===== src/rtl/hazard_scoreboard.sv =====
// -----------------------------------------------------------------------------
// hazard_scoreboard
//
// Tracks the destination registers of the instructions in the FWD_STAGES
// stages after decode (stage 0 = EX). For the instruction in decode it
// chooses forwarding sources, detects load-use hazards that need a stall,
// and produces the pipeline freeze, bubble and flush controls.
//
// Optional feature: define HAZARD_PERF_CNT_EN to build the 16-bit load-use
// stall counter. When it is undefined, stall_cnt is tied to zero and no
// counter flops exist. The port list is the same in both builds.
//
// Ports
//   clk, rst_n              clock, asynchronous active-low reset
//   id_valid                decode holds a real instruction
//   id_rs, id_rt            source register addresses
//   id_use_rs, id_use_rt    source is actually read
//   id_is_store             decode instruction is a store (rt = store data)
//   id_wr_en, id_wr_addr    decode instruction writes register id_wr_addr
//   id_is_load              decode instruction is a load
//   redirect                taken branch/jump resolved in decode
//   stall_ext               downstream freeze (memory busy)
//   perf_clr                synchronous clear of the stall counter
//   fwd_a, fwd_b            0 = regfile, k+1 = result of stage k
//   fwd_m                   late store-data forward from the load at mem
//   hold                    freeze PC and IF/ID register
//   bubble                  inject a NOP into EX
//   flush_id                clear IF/ID register
//   stall_cnt               load-use stall cycle count (saturating)
// -----------------------------------------------------------------------------
module hazard_scoreboard #(
  parameter int AW         = 5,
  parameter int FWD_STAGES = 2,
  parameter int LOAD_LAT   = 1,
  localparam int SW        = $clog2(FWD_STAGES + 1)
) (
  input  logic          clk,
  input  logic          rst_n,
  input  logic          id_valid,
  input  logic [AW-1:0] id_rs,
  input  logic [AW-1:0] id_rt,
  input  logic          id_use_rs,
  input  logic          id_use_rt,
  input  logic          id_is_store,
  input  logic          id_wr_en,
  input  logic [AW-1:0] id_wr_addr,
  input  logic          id_is_load,
  input  logic          redirect,
  input  logic          stall_ext,
  input  logic          perf_clr,
  output logic [SW-1:0] fwd_a,
  output logic [SW-1:0] fwd_b,
  output logic          fwd_m,
  output logic          hold,
  output logic          bubble,
  output logic          flush_id,
  output logic [15:0]   stall_cnt
);

  typedef struct packed {
    logic          valid;
    logic          wr_en;
    logic [AW-1:0] addr;
    logic          is_load;
  } entry_t;

  entry_t sb_q [FWD_STAGES];
  entry_t id_rec;
  logic   hz_stall;

  // An entry supplies a source only when it really writes that (nonzero)
  // register and decode really reads it.
  function automatic logic src_hit(entry_t e, logic [AW-1:0] src, logic use_src);
    return e.valid && e.wr_en && (e.addr == src) && (src != '0) && use_src;
  endfunction

  assign id_rec = '{valid: 1'b1, wr_en: id_wr_en, addr: id_wr_addr, is_load: id_is_load};

  // NOTE: every entry is reset, not just the valid bits, because a reset that
  // lands mid-stall must leave nothing that can match a source afterwards.
  // NOTE: sequential state uses non-blocking assignments so each entry takes
  // the pre-edge value of its predecessor regardless of statement order.
  always_ff @(posedge clk or negedge rst_n) begin
    if (!rst_n) begin
      for (int i = 0; i < FWD_STAGES; i++) sb_q[i] <= '0;
    end else if (!stall_ext) begin
      sb_q[0] <= (id_valid && !hz_stall) ? id_rec : '0;
      for (int i = 1; i < FWD_STAGES; i++) sb_q[i] <= sb_q[i-1];
    end
  end

  // Forwarding and hazard resolution. Scanning from the oldest stage down to
  // stage 0 leaves the youngest (lowest-index) match as the winner; older
  // matches are simply overwritten, so there is no fall-through.
  logic a_hit, a_load, b_hit, b_load, stall_a, stall_b;
  int   a_idx, b_idx;

  // NOTE: every signal written here gets a default first so no path can
  // leave one unassigned and infer a latch.
  always_comb begin
    a_hit   = 1'b0;
    a_load  = 1'b0;
    a_idx   = 0;
    b_hit   = 1'b0;
    b_load  = 1'b0;
    b_idx   = 0;
    stall_a = 1'b0;
    stall_b = 1'b0;
    fwd_a   = '0;
    fwd_b   = '0;
    fwd_m   = 1'b0;

    for (int i = FWD_STAGES - 1; i >= 0; i--) begin
      if (src_hit(sb_q[i], id_rs, id_use_rs)) begin
        a_hit  = 1'b1;
        a_load = sb_q[i].is_load;
        a_idx  = i;
      end
      if (src_hit(sb_q[i], id_rt, id_use_rt)) begin
        b_hit  = 1'b1;
        b_load = sb_q[i].is_load;
        b_idx  = i;
      end
    end

    if (a_hit) begin
      if (a_load && a_idx < LOAD_LAT) stall_a = 1'b1;
      else                            fwd_a   = SW'(a_idx + 1);
    end

    if (b_hit) begin
      if (b_load && b_idx < LOAD_LAT) begin
        // Store data is needed only at mem, so a load exactly one stage short
        // of forwardable can still feed it through the late mem-stage path.
        if (id_is_store && b_idx == LOAD_LAT - 1) fwd_m   = 1'b1;
        else                                      stall_b = 1'b1;
      end else begin
        fwd_b = SW'(b_idx + 1);
      end
    end

    hz_stall = stall_a | stall_b;
  end

  assign hold     = hz_stall | stall_ext;
  assign bubble   = hz_stall & ~stall_ext;
  // A redirect seen while frozen is dropped; decode re-asserts it once the
  // hold clears.
  assign flush_id = redirect & ~hold;

`ifdef HAZARD_PERF_CNT_EN
  logic [15:0] stall_cnt_q;

  always_ff @(posedge clk or negedge rst_n) begin
    if (!rst_n) begin
      stall_cnt_q <= '0;
    end else if (perf_clr) begin
      stall_cnt_q <= '0;
    end else if (bubble && stall_cnt_q != 16'hFFFF) begin
      stall_cnt_q <= stall_cnt_q + 16'd1;
    end
  end

  assign stall_cnt = stall_cnt_q;
`else
  logic unused_perf_clr;
  assign unused_perf_clr = perf_clr;
  assign stall_cnt       = '0;
`endif

endmodule


===== config.mk =====
export PLATFORM = sky130hd
export DESIGN_NAME = hazard_scoreboard
export DESIGN_NICKNAME = d
export VERILOG_FILES = /design/src/rtl/hazard_scoreboard.sv
export SDC_FILE = /design/constraint.sdc
export NUM_CORES = 1
export LEC_CHECK = 0
export ABC_AREA = 1
export ABC_CLOCK_PERIOD_IN_PS = 1480
export CORE_ASPECT_RATIO = 0.8
export CORE_MARGIN = 4
export CORE_UTILIZATION = 42
export DETAILED_ROUTE_END_ITERATION = 8
export PLACE_DENSITY = 0.79
export SYNTH_ARGS = -nofsm -noshare
export SYNTH_HDL_FRONTEND = slang
export SYNTH_SLANG_ARGS = --single-unit

===== constraint.sdc =====
create_clock -name clk -period 1.48 [get_ports clk]
set_clock_uncertainty 0.1 [all_clocks]
set_input_delay 0.148 -clock clk [delete_from_list [all_inputs] [get_ports clk]]
set_output_delay 0.148 -clock clk [all_outputs]
set_load 0.01 [all_outputs]

==> results of run 1 <==
-- timing repair --
action | in CTS | in global routing
pin swaps | 11 | 7
resized for setup | 42 | 11
setup buffers | 7 | 4
endpoints found under the setup margin | 16 | 16
-- cell usage after synthesis, types with 2 or more instances --
cell type	instances
a21oi_1	3
buf_4	16
clkbuf_2	2
dfrtp_1	15
inv_1	20
inv_2	2
nand2_1	50
nand2_2	2
nand3_2	2
nand3_4	2
nand4_1	11
nor2_1	7
nor2_2	4
nor3_1	3
nor4_1	2
o21ai_0	6
xnor2_1	8
xor2_1	2
-- metal layers --
metal	vias up	share of wire	GRT usage	wire length, microns
li1	611	-	-	-
met1	555	0.44	0.249	1450
met2	44	0.48	0.298	1590
met3	2	0.071	0.0404	235
met4	0	0.0043	0.0434	14
met5	-	0	0	0
-- metrics by stage --
stage,instances,power [mW],setup TNS (ns)
3_5_place_dp,247,0.794,-8.09
5_1_grt,261,1.14,-6.97
2_1_floorplan,182,0.676,0
4_1_cts,258,1.05,-4.29
3_3_place_gp,247,0.787,-7.34
6_report,261,1.06,-5.22
-- cell families after synthesis --
family	after synthesis	synth area share
xor+xnor	10	0.0735
compound gates	12	0.0556
buf+inv	42	0.191
other cells	1	0.00314
simple gates	87	0.362
flops	15	0.315
-- power by group --
group / internal [mW] / total [mW] / switching (mW)
clock network: 0.105 / 0.235 / 0.131
logic: 0.168 / 0.339 / 0.171
registers: 0.445 / 0.486 / 0.0404
-- worst paths after layout --
path	slack, ns	depth (start not counted)	to
worst max-delay path	-0.41	9	bubble
worst min-delay path	0.07	2	sb_q[14]
worst max register to register	-0.36	12	sb_q[8]
worst min register to register	0.40	2	sb_q[6]
max in group asynchronous	1.04	2	sb_q[5]
min in group clk	0.33	3	sb_q[11]
-- final cells by class --
cell class                      instances  area, sq um
Fill cell                             221          846
Timing Repair Buffer                   59          507
Tap cell                               36         45.0
Clock buffer                            4         26.3
Multi-Input combinational cell        125          701
Inverter                               22         82.6
Sequential cell                        15          375
==> results.json, run 1 <==
{
  "grt_remaining_overflow": 0,
  "io_buffers": 32,
  "synth_area_sq_um": 1190,
  "cp-start-kind": "flop",
  "clk_path_buf_depth": 2,
  "worst_setup_path_end_kind": "output pin",
  "grt_max_degree": 21,
  "post-dp-hpwl_mm": 2.46,
  "dieArea_sq_um": 3760,
  "ir_drop_mv": 0.363,
  "h-tree-depth": 1,
  "netlist-cell-type-count": 28,
  "maxCapViolations": 0,
  "avgSynthCellArea_sq_um": 7.14,
  "io_pins": 50,
  "diodes": 0,
  "clk_latency_ns": 0.28,
  "largestRegisters": "sb_q: 15 flops",
  "design_area_sq_um": 1740,
  "critical-path-top-delay-family": "simple AND/OR/NAND/NOR gates",
  "syn_inst": 167,
  "crit_buf_inv": 2,
  "ys_top_cells_by_area": "dfrtp_1, nand2_1, buf_4",
  "viasPerCell": 4.64,
  "violations": "negative setup slack",
  "start_util": 0.462,
  "crit_chain": "buf_6, nand2_2, nand2_2, nor2_2, nand2_2, nor2_4, nand3_4, a21oi_2, buf_2",
  "cp_slowest_cell": "dfrtp_1",
  "vias": 1212,
  "setup_ws_ns": -0.409,
  "whs_ns": 0.0703,
  "first_global_vias": 1189,
  "hold_path.class": "primary input to asynchronous set/reset pin",
  "drt_iter0_markers": 66,
  "drv_slew": 0,
  "timing.final.crit_share": 1.28,
  "antenna_found_initial": 0,
  "dpl_cell_area_sq_um": 1600,
  "row_count": 16,
  "grt_use_total": 0.185,
  "yosys.area.top_type_share": 0.315,
  "cp.required_ns": 1.23,
  "finish.utilization": 0.672,
  "ys_warn_count": 0,
  "routedWlPerCell_microns": 12.6,
  "die_w_microns": 67.6,
  "ctsHoldBuffers": 0,
  "fin_nets": 252,
  "totalWireLength_mm": 3.29,
  "run_status": "finished with violations",
  "dr.pass1.iters": 4,
  "path_class": "flop to output pin",
  "finalHoldViolations": 0,
  "worstPathMaxFanout": 4,
  "cts_buffers": 3,
  "rsz0062_at_grt": "true",
  "power_density_nw_per_um2": 610,
  "ys_seq_area_frac": 0.315,
  "drc": 0,
  "ant_nets": 0,
  "clk_pin_slew_worst_paths_ns": 0.09,
  "die_height_microns": 55.7,
  "cts_tree": "done",
  "regMostFlops": "sb_q",
  "cts.sinks": 15,
  "relSlewSlack": 0.650,
  "cp.arrival_ns": 1.64,
  "async_flop_share": 1.00,
  "worst_pin_slew_ns": 0.523,
  "pre_cts_ws_ns": -0.742,
  "slowest_delay_ns": 0.43,
  "p_leak_nw": 0.875,
  "layout.cells.most_common_list": "nand2_1, clkdlybuf4s50_1, buf_4, inv_1, conb_1",
  "synth_top_area_cell": "dfrtp_1",
  "grt_pass1_wl_mm": 5.40,
  "drive_above_1_share": 0.284,
  "period_minus_slack_ns": 1.89,
  "core_area_sq_um": 2580,
  "startpoint": "sb_q[10]",
  "ys_ff_latch": 15,
  "cts_root_buf": "clkbuf_4",
  "place_congestion": 0.786,
  "setup_viol": 16,
  "max_freq_mhz": 529,
  "cpMostUsedCell": "nand2_2",
  "synth-edff-count": 0,
  "largest_reg_flops": 15,
  "synth_ff_type": "dfrtp_1",
  "reg2reg_from": "sb_q[10]",
  "layout_commonest_cell": "nand2_1",
  "synthToLayoutAreaGrowth_pct": 45.6
}
(Power assumes the default switching activity.)
==> run 2: changes to the inputs <==
--- a/config.mk
+++ b/config.mk
@@ -10,7 +10,9 @@
 export CORE_ASPECT_RATIO = 0.8
 export CORE_MARGIN = 4
 export CORE_UTILIZATION = 42
+export CTS_BUF_LIST = sky130_fd_sc_hd__clkbuf_16
 export DETAILED_ROUTE_END_ITERATION = 8
+export HOLD_SLACK_MARGIN = 0.02
 export PLACE_DENSITY = 0.79
 export SYNTH_ARGS = -nofsm -noshare
 export SYNTH_HDL_FRONTEND = slang
==> run 2 against run 1 <==
- maximum frequency grew 2.6%
- routed wire length grew 6.4%
- global-route usage grew 0.075 points
- clock power grew 120%
- largest cell class unchanged
- critical path depth is the same
- non-clock buffer count grew 6
- the run still ends with negative setup slack left
- worst hold slack gained 0.048 ns
- via count grew 5.1%
- worst setup slack gained 0.048 ns
- die area is the same
==> results.json, run 2 (same netlist as run 1, synthesis figures left out) <==
{
  "io_buffers": 32,
  "viasPerCell": 4.77,
  "grt_pass1_wl_mm": 5.51,
  "antenna_found_initial": 0,
  "synthToLayoutAreaGrowth_pct": 51.4,
  "io_pins": 50,
  "fin_nets": 258,
  "path_class": "flop to output pin",
  "start_util": 0.462,
  "dr.pass1.iters": 4,
  "clk_latency_ns": 0.24,
  "h-tree-depth": 1,
  "relSlewSlack": 0.646,
  "cts_root_buf": "clkbuf_16",
  "run_status": "finished with violations",
  "final_cells": 267,
  "rsz0062_at_grt": "true",
  "routedWlPerCell_microns": 13.1,
  "finalHoldViolations": 0,
  "diodes": 0,
  "place_congestion": 0.786,
  "core_area_sq_um": 2580,
  "grt_max_degree": 21,
  "maxCapViolations": 0,
  "drv_slew": 0,
  "totalWireLength_mm": 3.50,
  "drive_above_1_share": 0.312,
  "worstPathMaxFanout": 4,
  "grt_use_total": 0.186,
  "cts.sinks": 15,
  "regMostFlops": "sb_q",
  "dieArea_sq_um": 3760,
  "violations": "negative setup slack",
  "largest_reg_flops": 15,
  "ant_nets": 0,
  "clk_path_buf_depth": 2,
  "cp-start-kind": "flop",
  "worst_pin_slew_ns": 0.529,
  "hold_path.class": "primary input to asynchronous set/reset pin",
  "worst_setup_path_end_kind": "output pin",
  "p_leak_nw": 0.932,
  "largestRegisters": "sb_q: 15 flops",
  "whs_ns": 0.118,
  "pre_cts_ws_ns": -0.742,
  "ir_drop_mv": 0.393,
  "layout_commonest_cell": "nand2_1",
  "layout.cells.most_common_list": "nand2_1, buf_4, inv_1, conb_1, clkdlybuf4s50_1",
  "period_minus_slack_ns": 1.84,
  "placed_cells": 247,
  "cp.arrival_ns": 1.59,
  "fillerInstances": 219,
  "post-dp-hpwl_mm": 2.46,
  "row_count": 16,
  "finish.utilization": 0.699,
  "drt_iter0_markers": 72,
  "die_height_microns": 55.7,
  "setup_viol": 16,
  "power_density_nw_per_um2": 745,
  "first_global_vias": 1230,
  "cts_buffers": 3,
  "cp.required_ns": 1.23,
  "cts_tree": "done",
  "clk_pin_slew_worst_paths_ns": 0.05,
  "setup_ws_ns": -0.360,
  "die_w_microns": 67.6,
  "timing.final.crit_share": 1.24,
  "grt_remaining_overflow": 0,
  "drc": 0,
  "vias": 1274,
  "max_freq_mhz": 543
}
## run 2: per-layer routing
layer	vias up	global-route usage	routed length (microns)
li1	623	-	-
met1	594	0.248	1480
met2	55	0.307	1700
met3	2	0.0384	304
met4	0	0.0376	20
met5	-	0	0
## run 2: layout make-up
class                      instances  area [sq um]  area share
clock buffer                       3          75.1      0.0416
clock inverter                     1          3.75     0.00208
inverter                          22          82.6      0.0457
multi-input combinational        125           693       0.384
sequential                        15           378       0.209
tap                               36          45.0      0.0249
timing repair buffer              65           528       0.292
## run 2: final timing paths
check	end	slack, ns	cells past startpoint	from
min	sb_q[14]	0.12	2	rst_n
min reg2reg	sb_q[6]	0.42	2	sb_q[6]
max in group asynchronous	sb_q[10]	0.97	2	rst_n
max	bubble	-0.36	9	sb_q[12]
min in group clk	sb_q[11]	0.37	3	id_wr_addr[2]
max reg2reg	sb_q[15]	-0.32	12	sb_q[12]
## run 2: what timing repair did
item	in CTS	in global routing
gates cloned	0	0
pin swaps	16	7
resized for setup	49	10
hold buffers	0	0
buffers inserted	12	5
setup endpoints to repair	16	16
## run 2: critical path: stages, from the launching register on
cell     delay [ns]
dfrtp_1        0.41
inv_2          0.07
nand2_1        0.06
nand2_1        0.06
nor2_2         0.11
nand2_2        0.11
nor2_4         0.16
nand3_4        0.11
a21oi_2        0.12
buf_2          0.13
## run 2: through the flow
step	setup TNS (ns)	total power, mW	area (sq um)
after CTS	-3.47	1.32	1750
after floorplan	0	0.676	1250
after global placement	-7.34	0.787	1600
final	-4.23	1.34	1810
after global routing	-5.52	1.41	1810
after detailed placement	-8.09	0.794	1600
## run 2: power by group
group	switching [mW]	internal (mW)	leakage, nW
logic	0.175	0.168	0.698
registers	0.0426	0.448	0.192
clock network	0.153	0.357	0.0423
